File: src/rtl/instruction_fetch_unit_if.sv
// Fetch-unit bus: instruction memory port, redirect input and decode-side handshake.
// The master side is the fetch unit itself.
interface instruction_fetch_unit_if #(
  parameter int unsigned DEPTH = 4
) ();
  localparam int unsigned CntW = $clog2(DEPTH + 1);

  logic            fetch_en;
  logic [31:0]     imem_addr;
  logic [31:0]     imem_rdata;
  logic            redirect_valid;
  logic [31:0]     redirect_target;
  logic            id_valid;
  logic            id_ready;
  logic [31:0]     id_instr;
  logic [31:0]     id_pc;
  logic [31:0]     id_pc4;
  logic [CntW-1:0] fetch_count;

  modport master (
    input  fetch_en, imem_rdata, redirect_valid, redirect_target, id_ready,
    output imem_addr, id_valid, id_instr, id_pc, id_pc4, fetch_count
  );

  modport slave (
    output fetch_en, imem_rdata, redirect_valid, redirect_target, id_ready,
    input  imem_addr, id_valid, id_instr, id_pc, id_pc4, fetch_count
  );
endinterface

File: src/rtl/instruction_fetch_unit.sv
// Instruction fetch front end: owns the PC, fetches from instruction memory into an in-order
// queue of {pc, instr} entries and hands them to decode; redirects flush the queue.
module instruction_fetch_unit #(
  parameter int unsigned DEPTH    = 4,
  parameter logic [31:0] RESET_PC = 32'h0000_0000
) (
  input logic                         clk,
  input logic                         reset,
  instruction_fetch_unit_if.master    bus
);
  localparam int unsigned PtrW = $clog2(DEPTH);
  localparam int unsigned CntW = $clog2(DEPTH + 1);

  logic [31:0]     fetch_pc_q, fetch_pc_d;
  logic [PtrW-1:0] rd_ptr_q, rd_ptr_d;
  logic [PtrW-1:0] wr_ptr_q, wr_ptr_d;
  logic [CntW-1:0] count_q, count_d;
  logic [63:0]     mem_q [DEPTH];
  logic [63:0]     head;
  logic            id_valid;
  logic            pop;
  logic            push;
  logic            unused_tgt_lsbs;

  assign unused_tgt_lsbs = ^bus.redirect_target[1:0];

  assign id_valid = (count_q != '0);
  assign pop      = id_valid & bus.id_ready;
  assign push     = bus.fetch_en & ~bus.redirect_valid & ((count_q < CntW'(DEPTH)) | pop);
  assign head     = mem_q[rd_ptr_q];

  always_comb begin
    fetch_pc_d = fetch_pc_q;
    rd_ptr_d   = rd_ptr_q;
    wr_ptr_d   = wr_ptr_q;
    count_d    = count_q;
    if (bus.redirect_valid) begin
      // Redirect wins: flush the queue; a same-cycle pop is simply discarded with it.
      fetch_pc_d = {bus.redirect_target[31:2], 2'b00};
      rd_ptr_d   = '0;
      wr_ptr_d   = '0;
      count_d    = '0;
    end else begin
      if (push) begin
        fetch_pc_d = fetch_pc_q + 32'd4;
        wr_ptr_d   = wr_ptr_q + 1'b1;
      end
      if (pop) begin
        rd_ptr_d = rd_ptr_q + 1'b1;
      end
      count_d = count_q + CntW'(push) - CntW'(pop);
    end
  end

  always_ff @(posedge clk or negedge reset) begin
    if (!reset) begin
      fetch_pc_q <= RESET_PC;
      rd_ptr_q   <= '0;
      wr_ptr_q   <= '0;
      count_q    <= '0;
    end else begin
      fetch_pc_q <= fetch_pc_d;
      rd_ptr_q   <= rd_ptr_d;
      wr_ptr_q   <= wr_ptr_d;
      count_q    <= count_d;
    end
  end

  // Storage is not reset; occupancy alone decides what is visible.
  always_ff @(posedge clk) begin
    if (push) begin
      mem_q[wr_ptr_q] <= {fetch_pc_q, bus.imem_rdata};
    end
  end

  assign bus.imem_addr   = fetch_pc_q;
  assign bus.id_valid    = id_valid;
  assign bus.id_pc       = id_valid ? head[63:32] : 32'h0;
  assign bus.id_instr    = id_valid ? head[31:0] : 32'h0;
  assign bus.id_pc4      = id_valid ? (head[63:32] + 32'd4) : 32'h0;
  assign bus.fetch_count = count_q;
endmodule

File: src/flat_wrapper.sv
// flat-port wrapper written by rule: the top's interface ports become plain ports
module instruction_fetch_unit_flat 
#(
  parameter int unsigned DEPTH    = 4,
  parameter logic [31:0] RESET_PC = 32'h0000_0000
)
  (clk, reset, bus_fetch_en, bus_imem_rdata, bus_redirect_valid, bus_redirect_target, bus_id_ready, bus_imem_addr, bus_id_valid, bus_id_instr, bus_id_pc, bus_id_pc4, bus_fetch_count);
  instruction_fetch_unit_if #(.DEPTH(DEPTH)) bus_i ();
  input logic clk;
  input logic reset;
  input wire logic [$bits(bus_i.fetch_en)-1:0] bus_fetch_en;
  input wire logic [$bits(bus_i.imem_rdata)-1:0] bus_imem_rdata;
  input wire logic [$bits(bus_i.redirect_valid)-1:0] bus_redirect_valid;
  input wire logic [$bits(bus_i.redirect_target)-1:0] bus_redirect_target;
  input wire logic [$bits(bus_i.id_ready)-1:0] bus_id_ready;
  output wire logic [$bits(bus_i.imem_addr)-1:0] bus_imem_addr;
  output wire logic [$bits(bus_i.id_valid)-1:0] bus_id_valid;
  output wire logic [$bits(bus_i.id_instr)-1:0] bus_id_instr;
  output wire logic [$bits(bus_i.id_pc)-1:0] bus_id_pc;
  output wire logic [$bits(bus_i.id_pc4)-1:0] bus_id_pc4;
  output wire logic [$bits(bus_i.fetch_count)-1:0] bus_fetch_count;
  assign bus_i.fetch_en = bus_fetch_en;
  assign bus_i.imem_rdata = bus_imem_rdata;
  assign bus_i.redirect_valid = bus_redirect_valid;
  assign bus_i.redirect_target = bus_redirect_target;
  assign bus_i.id_ready = bus_id_ready;
  assign bus_imem_addr = bus_i.imem_addr;
  assign bus_id_valid = bus_i.id_valid;
  assign bus_id_instr = bus_i.id_instr;
  assign bus_id_pc = bus_i.id_pc;
  assign bus_id_pc4 = bus_i.id_pc4;
  assign bus_fetch_count = bus_i.fetch_count;
  instruction_fetch_unit #(.DEPTH(DEPTH), .RESET_PC(RESET_PC)) u_core (.clk(clk), .reset(reset), .bus(bus_i));
endmodule
File: config.mk
export PLATFORM = sky130hd
export DESIGN_NAME = instruction_fetch_unit_flat
export DESIGN_NICKNAME = d
export VERILOG_FILES = /design/src/rtl/instruction_fetch_unit_if.sv /design/src/rtl/instruction_fetch_unit.sv /design/src/flat_wrapper.sv
export SDC_FILE = /design/constraint.sdc
export NUM_CORES = 1
export LEC_CHECK = 0
export ABC_AREA = 1
export CAP_MARGIN = 10
export CELL_PAD_IN_SITES_DETAIL_PLACEMENT = 0
export CELL_PAD_IN_SITES_GLOBAL_PLACEMENT = 1
export CORE_AREA = 4 4 180 182
export DETAILED_ROUTE_END_ITERATION = 16
export DIE_AREA = 0 0 184 186
export GPL_TIMING_DRIVEN = 0
export PLACE_DENSITY = 0.81
export SYNTH_ARGS = -nofsm -noshare
export SYNTH_HDL_FRONTEND = slang
export SYNTH_SLANG_ARGS = --single-unit
File: constraint.sdc
create_clock -name clk -period 6.1 [get_ports clk]
set_clock_uncertainty 0.2 [all_clocks]
set_input_delay 1.22 -clock clk [delete_from_list [all_inputs] [get_ports clk]]
set_output_delay 1.22 -clock clk [all_outputs]
set_load 0.05 [all_outputs]
==> results.cfg <==
[drt]
drt_wl_total_um = 39090
firstDrtPassIters = 7
wl_per_cell_um = 18.46
drt-initial-drc-count = 927
num_vias = 10810
drc = 0
ant_nets = 0
vias_per_cell = 5.106

[cts]
clock_sinks = 285
post_cts_resized = 0
cts_tree = yes
cts.clk_slew.worst_paths_ns = 0.06
numCtsBuffers = 28
cts_htree_levels = 1
cts-root-buf = clkbuf_16
clk_latency_ns = 0.55
cts_buffer_depth = 3
cts_setup_buffers = 0
hold_buffers = 0

[grt]
grt_max_degree = 38
antenna_found_initial = 0
first_global_vias = 10580
grt_usage_pct = 22.51
grt_pass1_wl_um = 59460
grt_overflow = 0

[pwr]
switchingPower_uw = 3914
peakVddDrop_v = 0.0002945
swShare_pct = 45.97
p_per_area_nw_per_um2 = 490.9
leakagePower_uw = 0.006780
clkPwrFrac_pct = 20.9
intPower_uw = 4600
p_seq_share_pct = 28.4
combPwrFrac_pct = 50.6

[critical_path]
crit_chain = inv_2 > buf_6 > buf_2 > o211ai_1 > nand2_1 > ha_1 > nand3_1 > nor2_4 > nand2_2 > nor2_2 > nand3_1 > nand2_1 > inv_1 > nor2_1 > clkdlybuf4s50_1
crit_type = reg -> out
crit_slowest_cell = clkdlybuf4s50_1
end_kind = primary output
cp.arrival_ns = 4.04
critPathTopFamily = buffers and inverters
cp.required_ns = 4.68
cp_slowest_stage_delay_ns = 0.81
cp-start-kind = flip-flop
crit_path_max_fanout = 10
cp_num_buf_inv = 5

[logic_synthesis]
seq_area_frac_synth_pct = 61.00
ys.flop_type = edfxtp_1
synth_seq_cells = 285
ys_types = 38
syn_inst = 1465
syn_area_um2 = 13730
synth_largest_area_cell = edfxtp_1
ys_warn_count = 0
synth_edf_count = 248
yosys-top-cells-count = nand2_1, nor2_1, edfxtp_1, nand3_1, o21ai_0
async_flop_share_pct = 12.98
yosys-top-cells-area = edfxtp_1, nand2_1, nor2_1, dfrtp_1, nand3_1
syn_avg_cell_area_um2 = 9.369
synth_top_area_share_pct = 54.26
yosysMostFrequentCell = nand2_1

[placed_design]
dp_hpwl_um = 28670
finalWeightedCongestion = 0.8127
port_buffers = 191
dp_slack_ns = 1.175

[layout]
layout-drive-gt1-share_pct = 7.728
design.final.nets = 1777
ff_latch_area_um2 = 8373
fillerInstances = 2699
post-route-util_pct = 56.70
syn2layout_area_growth_pct = 26.36
multiInputGateArea_um2 = 4701
antenna_cells = 0

[sta]
post-route-period-util_pct = 89.56
slew_headroom_pct = 40.09
max_freq_mhz = 183.0
finalMaxSlewViolations = 0
setup_viol = 0
timing.final.ws_setup_ns = 0.6366
rsz0062_at_grt = no
finalHoldViolations = 0
post-route-min-period_ns = 5.463
tightest_slew_ns = 0.8966

[die]
num_rows = 64
die-area_um2 = 34220
dieWidth_um = 184
ios = 201
core_um2 = 30590
start_util_pct = 44.87
fp.dieH_um = 186

[run]
drv_cap = 0

[min_path]
hold_path_class = reg -> reg

[run_status]
status = finished, final reports clean
## final cells by class
class	instances	share of cell area [%]
repair buffers	199	12.00
plain buffers	70	2.395
multi-input cells	1041	27.10
clock buffers	37	4.696
flip-flops and latches	285	48.28
well taps	396	2.857
inverters	74	1.645
clock inverters	15	1.024
## worst register-to-register path: stages (launching register included)
cell     delay, ns
dfrtp_1       0.45
nor2_1        0.11
inv_1         0.08
nor2_1        0.57
nor2_1        0.20
ha_1          0.32
inv_1         0.06
ha_1          0.13
inv_1         0.05
fa_1          0.40
and3_1        0.19
nor3_1        0.12
## cell families after synthesis
family                   count (synthesis)  synth area share (%)
AND/OR/NAND/NOR                        831                 24.51
flip-flops                             285                 61.00
AO/OA/AOI/OAI                          167                 6.691
buffers and inverters                  144                 5.105
XOR/XNOR                                28                 1.787
adder cells (fa/ha/maj)                  9                0.8751
other                                    1               0.02732
## state kept, by name (all words and copies together) (netlist names)
name                    cells
u_core.wr_ptr_q             2
u_core.bus.imem_addr       30
u_core.mem_q              248
u_core.bus.fetch_count      3
u_core.rd_ptr_q             2
## worst paths after layout
path	start	slack, ns	endpoint	cells past startpoint
setup / recovery	u_core.rd_ptr_q[1]	0.64	bus_id_pc4[28]	15
hold / removal	u_core.wr_ptr_q[0]	0.37	u_core.wr_ptr_q[0]	1
setup reg to reg	u_core.bus.fetch_count[1]	3.15	u_core.bus.fetch_count[2]	11
hold reg to reg	u_core.wr_ptr_q[0]	0.37	u_core.wr_ptr_q[0]	1
max in group asynchronous	reset	4.54	u_core.bus.imem_addr[19]	1
min in group asynchronous	reset	0.60	u_core.wr_ptr_q[1]	1
## per-stage QoR
stage	cells	power, µW	hold WS, ns	area (µm²)	TNS, ns
floorplan	1470	5245	0.3154	13740	0
global placement	2057	6744	0.3479	16150	-433.51
detailed placement	2065	6781	0.3725	16350	0
CTS	2117	8564	0.3814	17340	0
global route	2117	8946	0.4141	17340	0
finish	2117	8515	0.3721	17340	0
## layout by cell type, fill, tap and decap left out, types with 7 or more instances in the layout
master,netlist,routed
a21oi_1,50,50
buf_2,20,21
buf_4,13,13
buf_6,9,9
clkbuf_1,21,22
clkbuf_16,0,28
clkbuf_8,0,8
clkdlybuf4s50_1,0,190
clkinv_2,0,9
dfrtp_1,37,37
edfxtp_1,248,248
ha_1,8,8
inv_1,67,67
nand2_1,443,443
nand3_1,84,84
nor2_1,263,259
nor2_4,7,11
nor3_1,16,16
o211ai_1,18,18
o21ai_0,84,84
o21bai_1,7,7
xnor2_1,8,8
xor2_1,20,20
## power by group through the flow
stage / Sequential (µW) / Clock, µW / Combinational, µW
after detailed placement: 2460 / 0 / 4320
after global placement: 2470 / 0 / 4280
final: 2420 / 1780 / 4310
after floorplan: 2560 / 0 / 2690
after CTS: 2420 / 1810 / 4340
after global routing: 2430 / 1900 / 4610
## metal layers
metal	part of all wire, %	up-vias	GRT usage (%)
li1	-	5335	-
met1	45	5059	31.90
met2	47	382	37.91
met3	7.1	34	2.931
met4	1.3	0	4.052
met5	0	-	0
No activity file was read; power rests on OpenSTA's default activity.
